--- src/rtl/sm4_pkg.sv ---
// Shared constants and types for the SM4 key schedule.
package sm4_pkg;

   localparam logic [31:0] FK0 = 32'ha3b1bac6;
   localparam logic [31:0] FK1 = 32'h56aa3350;
   localparam logic [31:0] FK2 = 32'h677d9197;
   localparam logic [31:0] FK3 = 32'hb27022dc;

   localparam int ROUNDS = 32;
   localparam int LROT_A = 13;
   localparam int LROT_B = 23;

   typedef enum logic {
      IDLE   = 1'b0,
      EXPAND = 1'b1
   } state_t;

   function automatic logic [31:0] rotl(input logic [31:0] x, input int n);
      return (x << n) | (x >> (32 - n));
   endfunction

endpackage

--- src/rtl/sm4_ck.sv ---
// SM4 CK constant generator: byte j of CK[i] is (4*i + j) * 7 mod 256.
module sm4_ck (
   input  logic [4:0]  round,
   output logic [31:0] ck
);

   for (genvar j = 0; j < 4; j++) begin : g_byte
      logic [7:0] n;
      assign n = {1'b0, round, 2'(j)};
      assign ck[31 - 8*j -: 8] = n * 8'd7;
   end

endmodule

--- src/rtl/sm4_key_t.sv ---
// Key-schedule T' transform: byte-wise S-box (tau) followed by L'(x) = x ^ (x<<<13) ^ (x<<<23).
module sm4_key_t
   import sm4_pkg::*;
(
   input  logic [31:0] din,
   output logic [31:0] dout
);

   logic [31:0] sub;

   for (genvar i = 0; i < 4; i++) begin : g_sb
      sm4_sbox u_sbox (
         .din  (din[8*i +: 8]),
         .dout (sub[8*i +: 8])
      );
   end

   assign dout = sub ^ rotl(sub, LROT_A) ^ rotl(sub, LROT_B);

endmodule

--- src/rtl/sm4_sbox.sv ---
// SM4 8-bit S-box, pure lookup.
module sm4_sbox (
   input  logic [7:0] din,
   output logic [7:0] dout
);

   localparam logic [7:0] SBOX [256] = '{
      8'hd6, 8'h90, 8'he9, 8'hfe, 8'hcc, 8'he1, 8'h3d, 8'hb7, 8'h16, 8'hb6, 8'h14, 8'hc2, 8'h28, 8'hfb, 8'h2c, 8'h05,
      8'h2b, 8'h67, 8'h9a, 8'h76, 8'h2a, 8'hbe, 8'h04, 8'hc3, 8'haa, 8'h44, 8'h13, 8'h26, 8'h49, 8'h86, 8'h06, 8'h99,
      8'h9c, 8'h42, 8'h50, 8'hf4, 8'h91, 8'hef, 8'h98, 8'h7a, 8'h33, 8'h54, 8'h0b, 8'h43, 8'hed, 8'hcf, 8'hac, 8'h62,
      8'he4, 8'hb3, 8'h1c, 8'ha9, 8'hc9, 8'h08, 8'he8, 8'h95, 8'h80, 8'hdf, 8'h94, 8'hfa, 8'h75, 8'h8f, 8'h3f, 8'ha6,
      8'h47, 8'h07, 8'ha7, 8'hfc, 8'hf3, 8'h73, 8'h17, 8'hba, 8'h83, 8'h59, 8'h3c, 8'h19, 8'he6, 8'h85, 8'h4f, 8'ha8,
      8'h68, 8'h6b, 8'h81, 8'hb2, 8'h71, 8'h64, 8'hda, 8'h8b, 8'hf8, 8'heb, 8'h0f, 8'h4b, 8'h70, 8'h56, 8'h9d, 8'h35,
      8'h1e, 8'h24, 8'h0e, 8'h5e, 8'h63, 8'h58, 8'hd1, 8'ha2, 8'h25, 8'h22, 8'h7c, 8'h3b, 8'h01, 8'h21, 8'h78, 8'h87,
      8'hd4, 8'h00, 8'h46, 8'h57, 8'h9f, 8'hd3, 8'h27, 8'h52, 8'h4c, 8'h36, 8'h02, 8'he7, 8'ha0, 8'hc4, 8'hc8, 8'h9e,
      8'hea, 8'hbf, 8'h8a, 8'hd2, 8'h40, 8'hc7, 8'h38, 8'hb5, 8'ha3, 8'hf7, 8'hf2, 8'hce, 8'hf9, 8'h61, 8'h15, 8'ha1,
      8'he0, 8'hae, 8'h5d, 8'ha4, 8'h9b, 8'h34, 8'h1a, 8'h55, 8'had, 8'h93, 8'h32, 8'h30, 8'hf5, 8'h8c, 8'hb1, 8'he3,
      8'h1d, 8'hf6, 8'he2, 8'h2e, 8'h82, 8'h66, 8'hca, 8'h60, 8'hc0, 8'h29, 8'h23, 8'hab, 8'h0d, 8'h53, 8'h4e, 8'h6f,
      8'hd5, 8'hdb, 8'h37, 8'h45, 8'hde, 8'hfd, 8'h8e, 8'h2f, 8'h03, 8'hff, 8'h6a, 8'h72, 8'h6d, 8'h6c, 8'h5b, 8'h51,
      8'h8d, 8'h1b, 8'haf, 8'h92, 8'hbb, 8'hdd, 8'hbc, 8'h7f, 8'h11, 8'hd9, 8'h5c, 8'h41, 8'h1f, 8'h10, 8'h5a, 8'hd8,
      8'h0a, 8'hc1, 8'h31, 8'h88, 8'ha5, 8'hcd, 8'h7b, 8'hbd, 8'h2d, 8'h74, 8'hd0, 8'h12, 8'hb8, 8'he5, 8'hb4, 8'hb0,
      8'h89, 8'h69, 8'h97, 8'h4a, 8'h0c, 8'h96, 8'h77, 8'h7e, 8'h65, 8'hb9, 8'hf1, 8'h09, 8'hc5, 8'h6e, 8'hc6, 8'h84,
      8'h18, 8'hf0, 8'h7d, 8'hec, 8'h3a, 8'hdc, 8'h4d, 8'h20, 8'h79, 8'hee, 8'h5f, 8'h3e, 8'hd7, 8'hcb, 8'h39, 8'h48
   };

   assign dout = SBOX[din];

endmodule

--- src/rtl/sm4_key_expand.sv ---
// SM4 key schedule: expands a 128-bit master key into 32 round keys, one per clock,
// streaming them out and optionally keeping them in a key file for reverse-order reads.
//
//   state  | meaning
//   IDLE   | key_ready high, waiting for a master key; rk_valid low
//   EXPAND | producing rk[round] each cycle; leaves after round 31
module sm4_key_expand
   import sm4_pkg::*;
#(
   parameter bit STORE_KEYS = 1'b1
) (
   input  logic         clk,
   input  logic         rst_n,
   input  logic [127:0] key_in,
   input  logic         key_valid,
   output logic         key_ready,
   output logic         rk_valid,
   output logic [31:0]  rk_out,
   output logic [4:0]   rk_idx,
   output logic         key_ok,
   input  logic [4:0]   rk_raddr,
   output logic [31:0]  rk_rdata
);

   state_t      state;
   logic [4:0]  round;
   logic [31:0] k0, k1, k2, k3;
   logic [31:0] ck, t_in, t_out, rk;

   sm4_ck u_ck (
      .round (round),
      .ck    (ck)
   );

   assign t_in = k1 ^ k2 ^ k3 ^ ck;

   sm4_key_t u_key_t (
      .din  (t_in),
      .dout (t_out)
   );

   assign rk = k0 ^ t_out;

   // FSM, round counter, key shift register and registered outputs
   always_ff @(posedge clk or negedge rst_n) begin
      if (!rst_n) begin
         state     <= IDLE;
         key_ready <= 1'b1;
         rk_valid  <= 1'b0;
         rk_out    <= '0;
         rk_idx    <= '0;
         key_ok    <= 1'b0;
         round     <= '0;
         k0        <= '0;
         k1        <= '0;
         k2        <= '0;
         k3        <= '0;
      end else begin
         case (state)
            IDLE: begin
               rk_valid <= 1'b0;
               if (key_valid && key_ready) begin
                  k0        <= key_in[127:96] ^ FK0;
                  k1        <= key_in[95:64]  ^ FK1;
                  k2        <= key_in[63:32]  ^ FK2;
                  k3        <= key_in[31:0]   ^ FK3;
                  round     <= '0;
                  key_ok    <= 1'b0;
                  key_ready <= 1'b0;
                  state     <= EXPAND;
               end
            end
            EXPAND: begin
               k0       <= k1;
               k1       <= k2;
               k2       <= k3;
               k3       <= rk;
               rk_out   <= rk;
               rk_idx   <= round;
               rk_valid <= 1'b1;
               // 31 -> 0 wrap coincides with the exit to IDLE
               round    <= round + 5'd1;
               if (round == 5'(ROUNDS - 1)) begin
                  state     <= IDLE;
                  key_ready <= 1'b1;
                  key_ok    <= 1'b1;
               end
            end
            default: state <= IDLE;
         endcase
      end
   end

   if (STORE_KEYS) begin : g_keyfile
      logic [31:0] kf [ROUNDS];

      // key file write; the async read below sees the pre-write contents in the write cycle
      always_ff @(posedge clk or negedge rst_n) begin
         if (!rst_n) begin
            for (int i = 0; i < ROUNDS; i++) kf[i] <= '0;
         end else if (state == EXPAND) begin
            kf[round] <= rk;
         end
      end

      assign rk_rdata = kf[rk_raddr];
   end else begin : g_no_keyfile
      logic unused_raddr;
      assign unused_raddr = ^rk_raddr;
      assign rk_rdata     = '0;
   end

endmodule
--- config.mk ---
export PLATFORM = sky130hd
export DESIGN_NAME = sm4_key_expand
export DESIGN_NICKNAME = d
export VERILOG_FILES = /design/src/rtl/sm4_pkg.sv /design/src/rtl/sm4_ck.sv /design/src/rtl/sm4_key_t.sv /design/src/rtl/sm4_sbox.sv /design/src/rtl/sm4_key_expand.sv
export SDC_FILE = /design/constraint.sdc
export NUM_CORES = 2
export LEC_CHECK = 0
export BUFFER_PORTS_ARGS = -buffer_cell sky130_fd_sc_hd__buf_2
export CORE_MARGIN = 4
export CORE_UTILIZATION = 45
export DETAILED_ROUTE_END_ITERATION = 16
export PLACE_DENSITY_LB_ADDON = 0.08
export SETUP_SLACK_MARGIN = 0.1
export SLEW_MARGIN = 10
export SYNTH_ARGS = -nofsm -noshare
export SYNTH_HDL_FRONTEND = slang
export SYNTH_SLANG_ARGS = --single-unit
--- constraint.sdc ---
create_clock -name clk -period 15.3 [get_ports clk]
set_clock_uncertainty 0.1 [all_clocks]
set_input_delay 0.765 -clock clk [delete_from_list [all_inputs] [get_ports clk]]
set_output_delay 0.765 -clock clk [all_outputs]
set_load 0.1 [all_outputs]
======== Yosys cells after proc, flatten, opt, wreduce, memory -nomap -nowiden ========
Memory sizes are Yosys's and may differ from the RTL's.
Index checks and enable logic that the tools add are counted.
W data, S select, Z words.
storage, ports and cells
  input bits .............................. 136
  bits in registers ....................... 1198
  output and inout port bits .............. 72
  ROM bits ................................ 8192
  logic and storage cells ................. 115
  memories ................................ 4
memory list
  name             depth  bits a word  rd ports  clocked after memory_dff  write ports  RTL line        text
  (no name shown)  256    8            1         0                         0            sm4_sbox.sv:26  assign dout = SBOX[din];
  (no name shown)  256    8            1         0                         0            sm4_sbox.sv:26
  (no name shown)  256    8            1         0                         0            sm4_sbox.sv:26
  (no name shown)  256    8            1         0                         0            sm4_sbox.sv:26
cells by class
  reductions and logical operators ........ 3
  $mul .................................... 4
  bitwise gates (word level) .............. 19
  eq/ne operators ......................... 3
  add/sub/neg operators ................... 1
  magnitude comparators ................... 7
  mux-type cells .......................... 31
operators with widths
  kind                   number
  $bwmux W1024           1
  $pmux W32 S2           4
  $mux W32               7
  $xor A32 B32 Y32       6
  $bmux W32 S5           1
  $demux W32 S5          1
  $mux W8                8
  $ge A9 B9 Y1 const B   4
  $not A8 Y9             4
  $or A32 B13 Y32        1
  $or A32 B23 Y32        1
  $not A14 Y14           2
  $not A19 Y19           1
  $not A17 Y17           1
  $mul A7 B3 Y8 const B  2
  $ge A6 B6 Y1 const B   2
  $not A5 Y6             2
  $pmux W5 S2            1
  $mul A6 B3 Y7 const B  1
  $lt A6 B1 Y1 const B   1
  $mul A5 B3 Y6 const B  1
  $pmux W1 S2            3
  $add A5 B1 Y5 const B  1
  $eq A5 B5 Y1 const B   1
  other kinds (7)        11

======== Longest topological paths before layout ========
  word-level depth ........................ 12
  mapped depth ............................ 19
  depth with buffers taken out ............ 15

======== Modules after synthesis ========
From an unflattened synthesis, not the netlist that was laid out.
unflattened totals
  cell total of the unflattened synthesis .. 7737
  area, all modules ....................... 68615.8 sq um
modules (own cells, without submodules)
  module          area an instance (sq um)  instances  seq. area each (sq um)  cells an instance
  sm4_key_expand  53872.9                   1          29980.0                 5478
  sm4_sbox        3343.2                    4          0.0                     539
  sm4_key_t       764.5                     1          0.0                     32
  sm4_ck          605.6                     1          0.0                     71

======== Least setup slack after synthesis ========
Ideal clock, no wire load.
  path type ............................... reg2reg
  start point ............................. register round[2]
  end point ............................... register rk_out[28]
  slack ................................... 10.411 ns
  clock period less this slack ............ 4.889 ns
  cell stages (with the launch flop) ...... 17
  arrival ................................. 4.707 ns
  path through ............................ dfrtp_1 -> fa_1 -> nand2_1 -> fa_1 -> xnor2_1 -> xor2_1 -> buf_2 -> buf_1 -> nor2_1 -> o31ai_1 -> a21oi_1 -> a2111oi_0 -> nor2_1 -> a31oi_2 -> xnor3_1 -> or2_2 -> o21ai_0
between the ends
  word-level cells in the longest chain between the ends .. 10
RTL lines
  what                                        RTL line              text
  start: declaration                          sm4_key_expand.sv:26  logic [4:0] round;
  start signal: assignment                    sm4_key_expand.sv:82  round <= round + 5'd1;
  $mul A6 B3 Y7                               sm4_ck.sv:10          assign ck[31 - 8*j -: 8] = n * 8'd7;
  $xor A32 B32 Y32 *                          sm4_key_expand.sv:35  assign t_in = k1 ^ k2 ^ k3 ^ ck;
  $not A8 Y9 (not written as such)            sm4_sbox.sv:26
  $mem_v2 Z256 W8                             -
  $mux W8 (not written as such) (2 in a row)  sm4_sbox.sv:26
  $or A32 B13 Y32                             sm4_pkg.sv:19         return (x << n) | (x >> (32 - n));
  $xor A32 B32 Y32                            sm4_key_t.sv:18       assign dout = sub ^ rotl(sub, LROT_A) ^ rotl(sub, LROT_B);
  $xor A32 B32 Y32 *                          sm4_key_t.sv:18
  $xor A32 B32 Y32 *                          sm4_key_expand.sv:42  assign rk = k0 ^ t_out;
  end signal: assignment                      sm4_key_expand.sv:78  rk_out <= rk;
  end: declaration                            sm4_key_expand.sv:18  output logic [31:0] rk_out,
Mark *: on every way between the ends. The rest lies on a longest branch, timed or not. The select of a mux whose other input is x is not followed.
A chain may end at the register's enable or synchronous reset.

======== Worst setup path in the final report ========
  start point ............................. register round[0]
  end point ............................... register g_keyfile.kf[1022] in the netlist's numbering
between the ends
  word-level cells in the longest chain between the ends .. 11
RTL lines
  what                                        RTL line               text
  $mul A7 B3 Y8                               sm4_ck.sv:10
  $xor A32 B32 Y32                            sm4_key_expand.sv:35
  $not A8 Y9 (not written as such)            sm4_sbox.sv:26
  $mem_v2 Z256 W8                             -
  $mux W8 (not written as such) (2 in a row)  sm4_sbox.sv:26
  $or A32 B13 Y32                             sm4_pkg.sv:19
  $xor A32 B32 Y32 (2 in a row)               sm4_key_t.sv:18
  $xor A32 B32 Y32                            sm4_key_expand.sv:42
  $bwmux W1024 *                              sm4_key_expand.sv:102  kf[round] <= rk;
  end signal: indexed assignment              sm4_key_expand.sv:102
  end: declaration                            sm4_key_expand.sv:95   logic [31:0] kf [ROUNDS];
Marks and branches as above.

==> results.cfg <==
[run_status]
status = complete, no violations

[yosys]
postSynthCellCount = 7059
synth-main-ff-cell = sky130_fd_sc_hd__dfrtp_1
synth.ff_latch_count = 1198
synth_warnings = 0
postSynthAreaPerCell_um2 = 9.46
number_of_synthesized_flops_with_an_enable_pin = 0
synthesis.area_um2 = 66800
mappedNetlistNets = 7248
synth-seq-area-share_pct = 44.9
netlist-cell-type-count = 95
async_flop_share_pct = 100

[worst_setup_path]
timing.rr.start = round[0]
reg2reg_setup_slack_ns = 8.48
max_stage_delay_ns = 1.21
critPathKind = flip-flop to flip-flop
cell_type_of_the_slowest_stage_on_the_worst_timing_path = sky130_fd_sc_hd__o311ai_0
highest_fanout_seen_on_the_critical_path = 63
required_ns = 15.79
crit_arrival_ns = 7.30
largest_delay_contributor_family_on_the_critical_path = compound AO/OA/AOI/OAI gates
rr_worst_depth = 14
timing.rr.end = g_keyfile.kf[1022]
start_kind = flip-flop
critical-path-top-cell-by-count = sky130_fd_sc_hd__xnor2_4
critical_path_buf_inv_count = 3
critPathCaptureType = flip-flop
path_cells = inv_1, ha_1, xnor2_4, buf_4, xnor2_4, buf_4, nand3_1, o21ai_0, o311ai_0, o2111ai_1, o2111ai_1, xor2_1, xnor2_4, o21ai_0

[grt]
gr-usage-all-layers_pct = 32.8
antenna_found_initial = 18
grt_max_degree = 264
global_route.overflow_total = 0
grt_pass1_vias = 55300
grt_first_pass_wirelength_um = 379000

[floorplan]
num_io_pins = 208
die_width_um = 393
dieArea_um2 = 155000
dieHeight_um = 393
std_cell_rows = 141
floorplan.initialDensity_pct = 45.2
floorplan.core_area_um2 = 148000

[hold_path]
hold_path.startpoint = key_in[10]
hold_path_class = input port to flip-flop
whs_path_depth = 3
worst_hold_path.endpoint = k3[10]

[route]
post_drt_wl_per_cell_um = 28.5
first_iter_violations = 6507
detail-route-antenna-nets = 0
post_drt_via_cell_ratio = 6.35
num_vias = 56500
detailedRoute.firstPassIterationCount = 8
remaining_drc_errors = 0
routed_wl_um = 254000

[cts]
cts_tree = yes
cts.clk_slew.worst_paths_ns = 0.06
maximum_number_of_buffers_from_clock_root_to_sink = 3
cts.repair_timing.setup_buffer_count = 0
cts_resized = 0
cts_inserted_buffers = 138
cts_max_level = 4
clkSinkCount = 1198
cts_hold_buffers = 1
clock_latency_ns = 0.77
ctsRootBufferMaster = sky130_fd_sc_hd__clkbuf_16

[placement]
gp_congestion = 0.994
place.detailed.hpwl_um = 151000
number_of_buffer_cells_added_on_primary_ports = 207

[sta]
fin_setup_tns_ns = 0
slew_headroom_pct = 3.86
grt_setup_unrepaired = false
hold_violations = 0
tightestPinTransition_ns = 1.42
fmaxAchievable_mhz = 147
final_setup_vio_count = 0
final-max-slew-violation-count = 0
layout_worst_path_cycle_share_pct = 44.6
timing.final.crit_period_ns = 6.82

[finish]
layout_commonest_cell = sky130_fd_sc_hd__nand2_1
final_layout_size_suffix_gt1_share_pct = 15.6
mostFrequentLayoutCells = sky130_fd_sc_hd__nand2_1, sky130_fd_sc_hd__o21ai_0, sky130_fd_sc_hd__dfrtp_1, sky130_fd_sc_hd__mux4_2, sky130_fd_sc_hd__nor2_1
finalNetCount = 7037
synthToLayoutAreaGrowth_pct = 11.3
n_fill_cell = 13800

[run]
maxCapViolCount = 0
worst max-delay path by stage:
stage             start                 end  slack (ns)  cells after the start
2_1_floorplan  round[2]          rk_out[28]       10.41                     16
3_3_place_gp   round[2]   g_keyfile.kf[105]        8.84                     14
3_5_place_dp   round[2]   g_keyfile.kf[233]        8.78                     14
4_1_cts        round[2]   g_keyfile.kf[233]        8.75                     14
5_1_grt        round[2]   g_keyfile.kf[653]        8.27                     17
6_report       round[0]  g_keyfile.kf[1022]        8.48                     14
worst min-delay path, cell delays in order:
cell and delay (ns):
sky130_fd_sc_hd__buf_2 0.07, sky130_fd_sc_hd__mux2i_1 0.05, sky130_fd_sc_hd__o21ai_0 0.13
stage by stage:
step | utilization, % | area, um2 | setup WS [ns] | instances | hold slack [ns]
finish | 50.3 | 74300 | 8.48 | 8897 | 0.189
global route | 50.3 | 74300 | 8.27 | 8886 | 0.187
CTS | 50.3 | 74300 | 8.75 | 8885 | 0.148
detailed placement | 47.0 | 69400 | 8.78 | 8637 | 0.365
global placement | 47.0 | 69400 | 8.84 | 8637 | 0.355
floorplan | - | 66800 | 10.41 | 7059 | 0.252
flip-flops by register name, summed over array words and instances (netlist names):
register,count
k3,32
k2,32
key_ok,1
round,5
g_keyfile.kf,1024
state,1
rk_valid,1
rk_idx,5
rk_out,32
k1,32
key_ready,1
k0,32
cell usage after synthesis (all sizes together), types with 55 or more instances:
library cell,count,area [um2]
a211oi,55,413
a21oi,267,1340
a31oi,64,407
buf,210,1040
clkbuf,503,1900
dfrtp,1197,30000
mux2i,85,851
mux4,321,7230
nand2,1435,5390
nand3,95,475
nor2,293,1100
nor3,90,450
o211ai,79,603
o21ai,1379,6900
xnor2,131,1250
xor2,60,548
per-layer routing:
metal / global-route usage (%) / part of all wire [%]
met1: 46.0 / 43
met2: 50.1 / 45
met3: 6.32 / 7.9
met4: 13.6 / 4.8
met5: 0 / 0.016
area by class of cell:
class,instances,area [um2],share of cell area [%]
Inverter,55,206,0.278
Tap cell,1930,2410,3.25
Antenna cell,12,30.0,0.0404
Sequential cell,1198,30000,40.3
Timing Repair Buffer,362,2310,3.11
Clock inverter,53,910,1.22
Clock buffer,194,3970,5.34
Multi-Input combinational cell,5093,34500,46.4
cell families after synthesis:
family                   count (synthesis)  share of synthesized area [%]
AO/OA/AOI/OAI                         2307                           20.5
AND/OR/NAND/NOR                       2076                           12.7
flip-flops                            1198                           44.9
buffers and inverters                  768                           4.71
multiplexers                           445                           12.8
XOR/XNOR                               212                           3.41
adder cells (fa/ha/maj)                 53                           1.06
Power is left out: the tool's default activity adds up to more than one toggle a clock period on the data nets, which glitch-free logic cannot reach.
